`src/rtl/elink_rx_deframer_2bit_if.sv`:
```
`default_nettype none
// ============================================================================
// Module      : elink_rx_deframer_2bit_if
// Description : Frame output handshake between the e-link deframer and the
//               bus-side emulator.
//                 frame_data  [75:0] recovered payload, MSB first
//                 frame_valid        frame_data holds an unconsumed frame
//                 frame_ready        consumer accepts the frame
//               master = deframer (producer), slave = consumer.
// Revision    : 1.0  initial release
// ============================================================================
interface elink_rx_deframer_2bit_if;
   logic [75:0] frame_data;
   logic        frame_valid;
   logic        frame_ready;

   modport master (output frame_data, output frame_valid, input frame_ready);
   modport slave  (input frame_data, input frame_valid, output frame_ready);
endinterface
`default_nettype wire

```
`src/rtl/elink_rx_deframer_2bit.sv`:
```
`default_nettype none
// ============================================================================
// Module      : elink_rx_deframer_2bit
// Description : Recovers 76-bit command frames from a 2-bit e-link stream.
//               Wire format (MSB first): SOP(4 sym) PAYLOAD(38) CHK(4) EOP(4).
//               CHK is the XOR of the 10 bytes of {payload, 4'b0000}.
//               Good frames go out on a valid/ready handshake; bad frames
//               are counted and dropped.
// Ports       : clk, rst          clock, synchronous active-high reset
//               enable            low forces IDLE, partial frame discarded
//               rx_elink2bit[1:0] serial symbol, bit [1] is the earlier bit
//               m_frame           frame_data / frame_valid / frame_ready
//               frame_err         1-cycle pulse on checksum or EOP failure
//               overflow          1-cycle pulse when a good frame is dropped
//               err_cnt[7:0]      saturating bad-frame count
//               frame_cnt[15:0]   wrapping good-frame-loaded count
//               busy              high outside IDLE
// Revision    : 1.0  initial release
// ============================================================================
module elink_rx_deframer_2bit #(
   parameter logic [7:0] SOP_PATTERN = 8'h3C,
   parameter logic [7:0] EOP_PATTERN = 8'hDC
) (
   input  wire logic                clk,
   input  wire logic                rst,
   input  wire logic                enable,
   input  wire logic [1:0]          rx_elink2bit,
   elink_rx_deframer_2bit_if.master m_frame,
   output logic                     frame_err,
   output logic                     overflow,
   output logic [7:0]               err_cnt,
   output logic [15:0]              frame_cnt,
   output logic                     busy
);

   typedef enum logic [1:0] {
      S_IDLE    = 2'd0,
      S_PAYLOAD = 2'd1,
      S_CHK     = 2'd2,
      S_EOP     = 2'd3
   } state_t;

   state_t       r_state;
   // Only the three most recent symbols are kept: together with the live
   // symbol they form the full 8-bit hunt window.
   logic [5:0]   r_hr;
   logic [5:0]   r_cnt;
   logic [75:0]  r_payload;
   logic [7:0]   r_chk;
   logic [5:0]   r_eop;
   logic [75:0]  r_frame_data;
   logic         r_frame_valid;
   logic         r_frame_err;
   logic         r_overflow;
   logic [7:0]   r_err_cnt;
   logic [15:0]  r_frame_cnt;
   logic         r_busy;

   logic [7:0]   w_sop_window;
   logic [7:0]   w_eop_byte;
   logic [79:0]  w_payload_ext;
   logic [7:0]   w_chk_calc;
   logic         w_good;
   logic         w_room;

   assign w_sop_window = {r_hr, rx_elink2bit};
   assign w_eop_byte   = {r_eop, rx_elink2bit};

   always_comb begin
      w_payload_ext = {r_payload, 4'b0000};
      w_chk_calc    = 8'h00;
      for (int i = 0; i < 10; i++) begin
         w_chk_calc = w_chk_calc ^ w_payload_ext[i*8 +: 8];
      end
   end

   assign w_good = (w_chk_calc == r_chk) && (w_eop_byte == EOP_PATTERN);
   // Output slot is free if empty or being drained on this same edge.
   assign w_room = !r_frame_valid || m_frame.frame_ready;

   always_ff @(posedge clk) begin
      if (rst) begin
         r_state       <= S_IDLE;
         r_hr          <= '0;
         r_cnt         <= '0;
         r_payload     <= '0;
         r_chk         <= '0;
         r_eop         <= '0;
         r_frame_data  <= '0;
         r_frame_valid <= 1'b0;
         r_frame_err   <= 1'b0;
         r_overflow    <= 1'b0;
         r_err_cnt     <= '0;
         r_frame_cnt   <= '0;
         r_busy        <= 1'b0;
      end else begin
         r_frame_err <= 1'b0;
         r_overflow  <= 1'b0;
         if (r_frame_valid && m_frame.frame_ready) begin
            r_frame_valid <= 1'b0;
         end

         if (!enable) begin
            r_state <= S_IDLE;
            r_hr    <= '0;
            r_cnt   <= '0;
            r_busy  <= 1'b0;
         end else begin
            case (r_state)
               S_IDLE: begin
                  r_hr <= w_sop_window[5:0];
                  if (w_sop_window == SOP_PATTERN) begin
                     r_state <= S_PAYLOAD;
                     r_cnt   <= '0;
                     r_busy  <= 1'b1;
                  end
               end
               S_PAYLOAD: begin
                  r_payload <= {r_payload[73:0], rx_elink2bit};
                  if (r_cnt == 6'd37) begin
                     r_cnt   <= '0;
                     r_state <= S_CHK;
                  end else begin
                     r_cnt <= r_cnt + 6'd1;
                  end
               end
               S_CHK: begin
                  r_chk <= {r_chk[5:0], rx_elink2bit};
                  if (r_cnt == 6'd3) begin
                     r_cnt   <= '0;
                     r_state <= S_EOP;
                  end else begin
                     r_cnt <= r_cnt + 6'd1;
                  end
               end
               S_EOP: begin
                  r_eop <= w_eop_byte[5:0];
                  if (r_cnt == 6'd3) begin
                     r_cnt   <= '0;
                     r_state <= S_IDLE;
                     r_hr    <= '0;
                     r_busy  <= 1'b0;
                     if (w_good) begin
                        if (w_room) begin
                           // Overrides the drain above when both coincide.
                           r_frame_data  <= r_payload;
                           r_frame_valid <= 1'b1;
                           r_frame_cnt   <= r_frame_cnt + 16'd1;
                        end else begin
                           r_overflow <= 1'b1;
                        end
                     end else begin
                        r_frame_err <= 1'b1;
                        if (r_err_cnt != 8'hFF) begin
                           r_err_cnt <= r_err_cnt + 8'd1;
                        end
                     end
                  end else begin
                     r_cnt <= r_cnt + 6'd1;
                  end
               end
               default: begin
                  r_state <= S_IDLE;
                  r_busy  <= 1'b0;
               end
            endcase
         end
      end
   end

   assign m_frame.frame_data  = r_frame_data;
   assign m_frame.frame_valid = r_frame_valid;
   assign frame_err           = r_frame_err;
   assign overflow            = r_overflow;
   assign err_cnt             = r_err_cnt;
   assign frame_cnt           = r_frame_cnt;
   assign busy                = r_busy;

endmodule
`default_nettype wire
```
`src/flat_wrapper.sv`:
```
// flat-port wrapper written by rule: the top's interface ports become plain ports
module elink_rx_deframer_2bit_flat 
#(
   parameter logic [7:0] SOP_PATTERN = 8'h3C,
   parameter logic [7:0] EOP_PATTERN = 8'hDC
)
  (clk, rst, enable, rx_elink2bit, frame_err, overflow, err_cnt, frame_cnt, busy, m_frame_frame_data, m_frame_frame_valid, m_frame_frame_ready);
  elink_rx_deframer_2bit_if m_frame_i ();
  input  wire logic clk;
  input  wire logic rst;
  input  wire logic enable;
  input  wire logic [1:0] rx_elink2bit;
  output logic frame_err;
  output logic overflow;
  output logic [7:0] err_cnt;
  output logic [15:0] frame_cnt;
  output logic busy;
  output wire logic [$bits(m_frame_i.frame_data)-1:0] m_frame_frame_data;
  output wire logic [$bits(m_frame_i.frame_valid)-1:0] m_frame_frame_valid;
  input wire logic [$bits(m_frame_i.frame_ready)-1:0] m_frame_frame_ready;
  assign m_frame_frame_data = m_frame_i.frame_data;
  assign m_frame_frame_valid = m_frame_i.frame_valid;
  assign m_frame_i.frame_ready = m_frame_frame_ready;
  elink_rx_deframer_2bit #(.SOP_PATTERN(SOP_PATTERN), .EOP_PATTERN(EOP_PATTERN)) u_core (.clk(clk), .rst(rst), .enable(enable), .rx_elink2bit(rx_elink2bit), .m_frame(m_frame_i), .frame_err(frame_err), .overflow(overflow), .err_cnt(err_cnt), .frame_cnt(frame_cnt), .busy(busy));
endmodule
```
`config.mk`:
```
export PLATFORM = sky130hd
export DESIGN_NAME = elink_rx_deframer_2bit_flat
export DESIGN_NICKNAME = d
export VERILOG_FILES = /design/src/rtl/elink_rx_deframer_2bit_if.sv /design/src/rtl/elink_rx_deframer_2bit.sv /design/src/flat_wrapper.sv
export SDC_FILE = /design/constraint.sdc
export NUM_CORES = 1
export LEC_CHECK = 0
export ABC_AREA = 1
export CORE_ASPECT_RATIO = 0.5
export CORE_MARGIN = 2
export CORE_UTILIZATION = 30
export CTS_CLUSTER_SIZE = 16
export DETAILED_ROUTE_END_ITERATION = 10
export GPL_ROUTABILITY_DRIVEN = 0
export PLACE_DENSITY = 0.54
export SYNTH_ARGS = -nofsm -noshare
export SYNTH_HDL_FRONTEND = slang
export SYNTH_SLANG_ARGS = --single-unit
```
`constraint.sdc`:
```
create_clock -name clk -period 2.4 [get_ports clk]
set_clock_uncertainty 0.15 [all_clocks]
set_input_delay 0.6 -clock clk [delete_from_list [all_inputs] [get_ports clk]]
set_output_delay 0.6 -clock clk [all_outputs]
set_load 0.02 [all_outputs]
```
==> flow_summary.yaml <==
setup_path:
  crit_slowest_cell: "dfxtp_1"
  start_kind: "register"
  crit_fanout: 7
  r2r-end: "u_core.m_frame.frame_data[51]"
  worstSetupStartpoint: "u_core.r_payload[61]"
  setup.worst_path.end: "u_core.m_frame.frame_data[51]"
  cp_common_cell: "nand2_1"
  crit_chain: "xnor2_1 > buf_4 > nand3_1 > nand2_1 > nand2_2 > nand3_1 > nand2_1 > nor2_2 > nand2_2 > nor2_8 > nand3_4 > clkbuf_16 > clkbuf_16 > nand2_1 > a21oi_1"
  cp-end-kind: "register"
  worst_r2r_path_depth: 15
  critPathArrivalTime_ps: 2730
  reg2reg_slack_ps: -100
  slowest_delay_ps: 390
  reg2reg_from: "u_core.r_payload[61]"
  path_class: "register to register"
  cp_data_required_time_ps: 2630
yosys:
  synth.distinct_cells: 27
  synth_nets: 1377
  avgSynthCellArea_um2: 7.13
  syn_area_mm2: 0.00972
  yosys_register_bits: 208
  ys_seq_area_share_pct: 42.8
  ys.warnings.count: 0
  syn_inst: 1363
placement:
  place_hpwl_um: 21500
  dp_worst_setup_slack_ps: -140
  io_buffers: 109
clock_network:
  cts.clk_slew.worst_paths_ps: 60
  clock-sinks: 208
  clockBufferDepth: 3
  cts_tree: "built"
  cts_buffers: 22
  clock_latency_ps: 530
  htree_levels: 1
  cts_root_buffer: "clkbuf_16"
power_and_ir_drop:
  clkPwrFrac_pct: 50.5
  p_int_uw: 5610
  power_switching_uw: 1560
  p_per_area_mw_per_mm2: 503
  ir_drop_uv: 407
  seqPwrFrac_pct: 47.9
  sw_frac_of_total_pct: 21.7
  p_leak_uw: 0.00572
  pwr-share-comb_pct: 1.6
global_routing:
  antenna_found_initial: 0
  grt_pass1_wl_um: 48600
  grt_pass1_vias: 9129
  gr-total-overflow: 0
  grt_max_degree: 100
  grt_use_total_pct: 17.5
sta:
  setup_viol: 90
  tightest_slew_ps: 596
  finalWorstSetupSlack_ps: -102
  slew_headroom_pct: 60.3
  hold_viol_final: 0
  drv_slew: 0
  fmax_ghz: 0.400
  fin_crit_ps: 2500
  rsz0062_at_grt: "yes"
  finalCritPeriodShare_pct: 104
finish:
  seq_area_mm2: 0.00429
  antenna_cells: 0
  final_net_count: 1588
  final_common_cell: "nand2_1"
  drive_gt1_share_pct: 27.9
  syn_to_final_growth_pct: 46.4
  multiInputGateArea_mm2: 0.00549
  final_util_pct: 44.8
  nFillCells: 3125
  final_cell_mix: "nand2_1, a21oi_1, dfxtp_1"
detailed_routing:
  via_count: 10100
  drc: 0
  drt_pass1_iterations: 5
  drt-total-wl_um: 33500
  dr_wl_met3_um: 1860
  m1WireLength_um: 16300
  drt_iter0_drc: 616
  top_layer: "met4"
  avgViaCountPerCell: 4.99
  drt-wirelength-per-cell_um: 16.6
  ant_nets: 0
  met2_length_um: 14500
worst_hold_path:
  hold_class: "register to register"
floorplan:
  row_count: 46
  io_pins: 110
  dieArea_mm2: 0.0340
  core_area_mm2: 0.0318
  dieHeight_um: 131
  start_util_pct: 30.6
  die_w_um: 259
run:
  cap_violations: 0
status:
  outcome: "finished, violations left"
  violations: "negative setup slack"
-- layout make-up --
cell class | count | area share [%]
Clock buffer | 32 | 4.69
Sequential cell | 208 | 30.1
Multi-Input combinational cell | 969 | 38.6
Inverter | 108 | 2.85
Timing Repair Buffer | 265 | 19.3
Clock inverter | 5 | 0.650
Tap cell | 432 | 3.80
-- cells in the mapped netlist (all sizes together) --
| master | instances | area [um^2] |
|---|---|---|
| a221oi | 1 | 8.76 |
| o21ai | 94 | 470 |
| dfxtp | 208 | 4160 |
| clkbuf | 58 | 218 |
| nand4 | 105 | 657 |
| buf | 20 | 166 |
| inv | 108 | 405 |
| nand3 | 60 | 323 |
| nor3 | 10 | 50.1 |
| xnor2 | 25 | 219 |
| and3 | 1 | 6.26 |
| nor2 | 101 | 395 |
| nand3b | 7 | 52.6 |
| ha | 8 | 100 |
| nor4 | 3 | 18.8 |
| nand2 | 346 | 1300 |
| xor2 | 31 | 272 |
| a211oi | 4 | 30.0 |
| a21oi | 173 | 866 |
-- layer usage --
| layer | global-route usage, % | vias to the layer above |
|---|---|---|
| li1 | - | 4961 |
| met1 | 25.2 | 4802 |
| met2 | 26.8 | 258 |
| met3 | 3.59 | 55 |
| met4 | 3.66 | 0 |
| met5 | 0 | - |
-- critical path, delay by kind of cell (launching register included) --
family / cells / cell delay (ps)
simple gates: 10 / 1060
xor+xnor: 1 / 150
flops: 1 / 390
buf+inv: 3 / 560
compound gates: 1 / 50
-- cell families after synthesis --
group,after synthesis,synth area share [%]
AND/OR/NAND/NOR,633,28.8
AO/OA/AOI/OAI,272,14.1
flip-flops,208,42.8
buffers and inverters,186,8.12
XOR/XNOR,56,5.04
adder cells (fa/ha/maj),8,1.03
-- sequential cells by signal, indices dropped and copies added, names as in the netlist, 2 cells and up --
name and flops:
u_core.r_cnt 6, u_core.frame_cnt 16, u_core.err_cnt 8, u_core.m_frame.frame_data 76
u_core.r_eop 6, u_core.r_state 2, u_core.r_payload 76, u_core.r_chk 8
u_core.r_hr 6
-- per-stage QoR --
stage	TNS (ps)	power, uW	hold WS (ps)	cell area [um^2]	instances
finish	-4830	7170	307	14200	2019
global route	-15830	7400	328	14200	2019
CTS	-4.42	7270	309	13000	1990
detailed placement	-1090	3650	299	12100	1950
floorplan	0	3600	281	9720	1363
global placement	-295	3650	292	12100	1950
-- worst min-delay path by stage --
| stage | cells after the start | startpoint | end | slack [ps] |
|---|---|---|---|---|
| 4_1_cts | 2 | u_core.r_eop[5] | u_core.r_eop[5] | 310 |
| 3_5_place_dp | 2 | u_core.r_eop[5] | u_core.r_eop[5] | 300 |
| 5_1_grt | 2 | u_core.m_frame.frame_data[73] | u_core.m_frame.frame_data[73] | 330 |
| 6_report | 2 | u_core.r_eop[5] | u_core.r_eop[5] | 310 |
| 2_1_floorplan | 2 | u_core.r_eop[5] | u_core.r_eop[5] | 280 |
| 3_3_place_gp | 2 | u_core.r_eop[5] | u_core.r_eop[5] | 290 |
-- repair_timing --
action,in CTS,in global routing
gates resized for setup,33,287
hold buffers,0,0
setup buffers,2,12
pin swaps,1,68
setup endpoints to repair,91,109
gates cloned,1,18
-- power by group through the flow --
stage                     sequential (uW)  clock (uW)  combinational (uW)
after floorplan                      3530           0                69.7
after global placement               3530           0                 113
after detailed placement             3530           0                 115
after CTS                            3450        3700                 115
after global routing                 3430        3840                 131
final                                3430        3620                 118
Note: power is estimated with default switching activity, not from simulation.
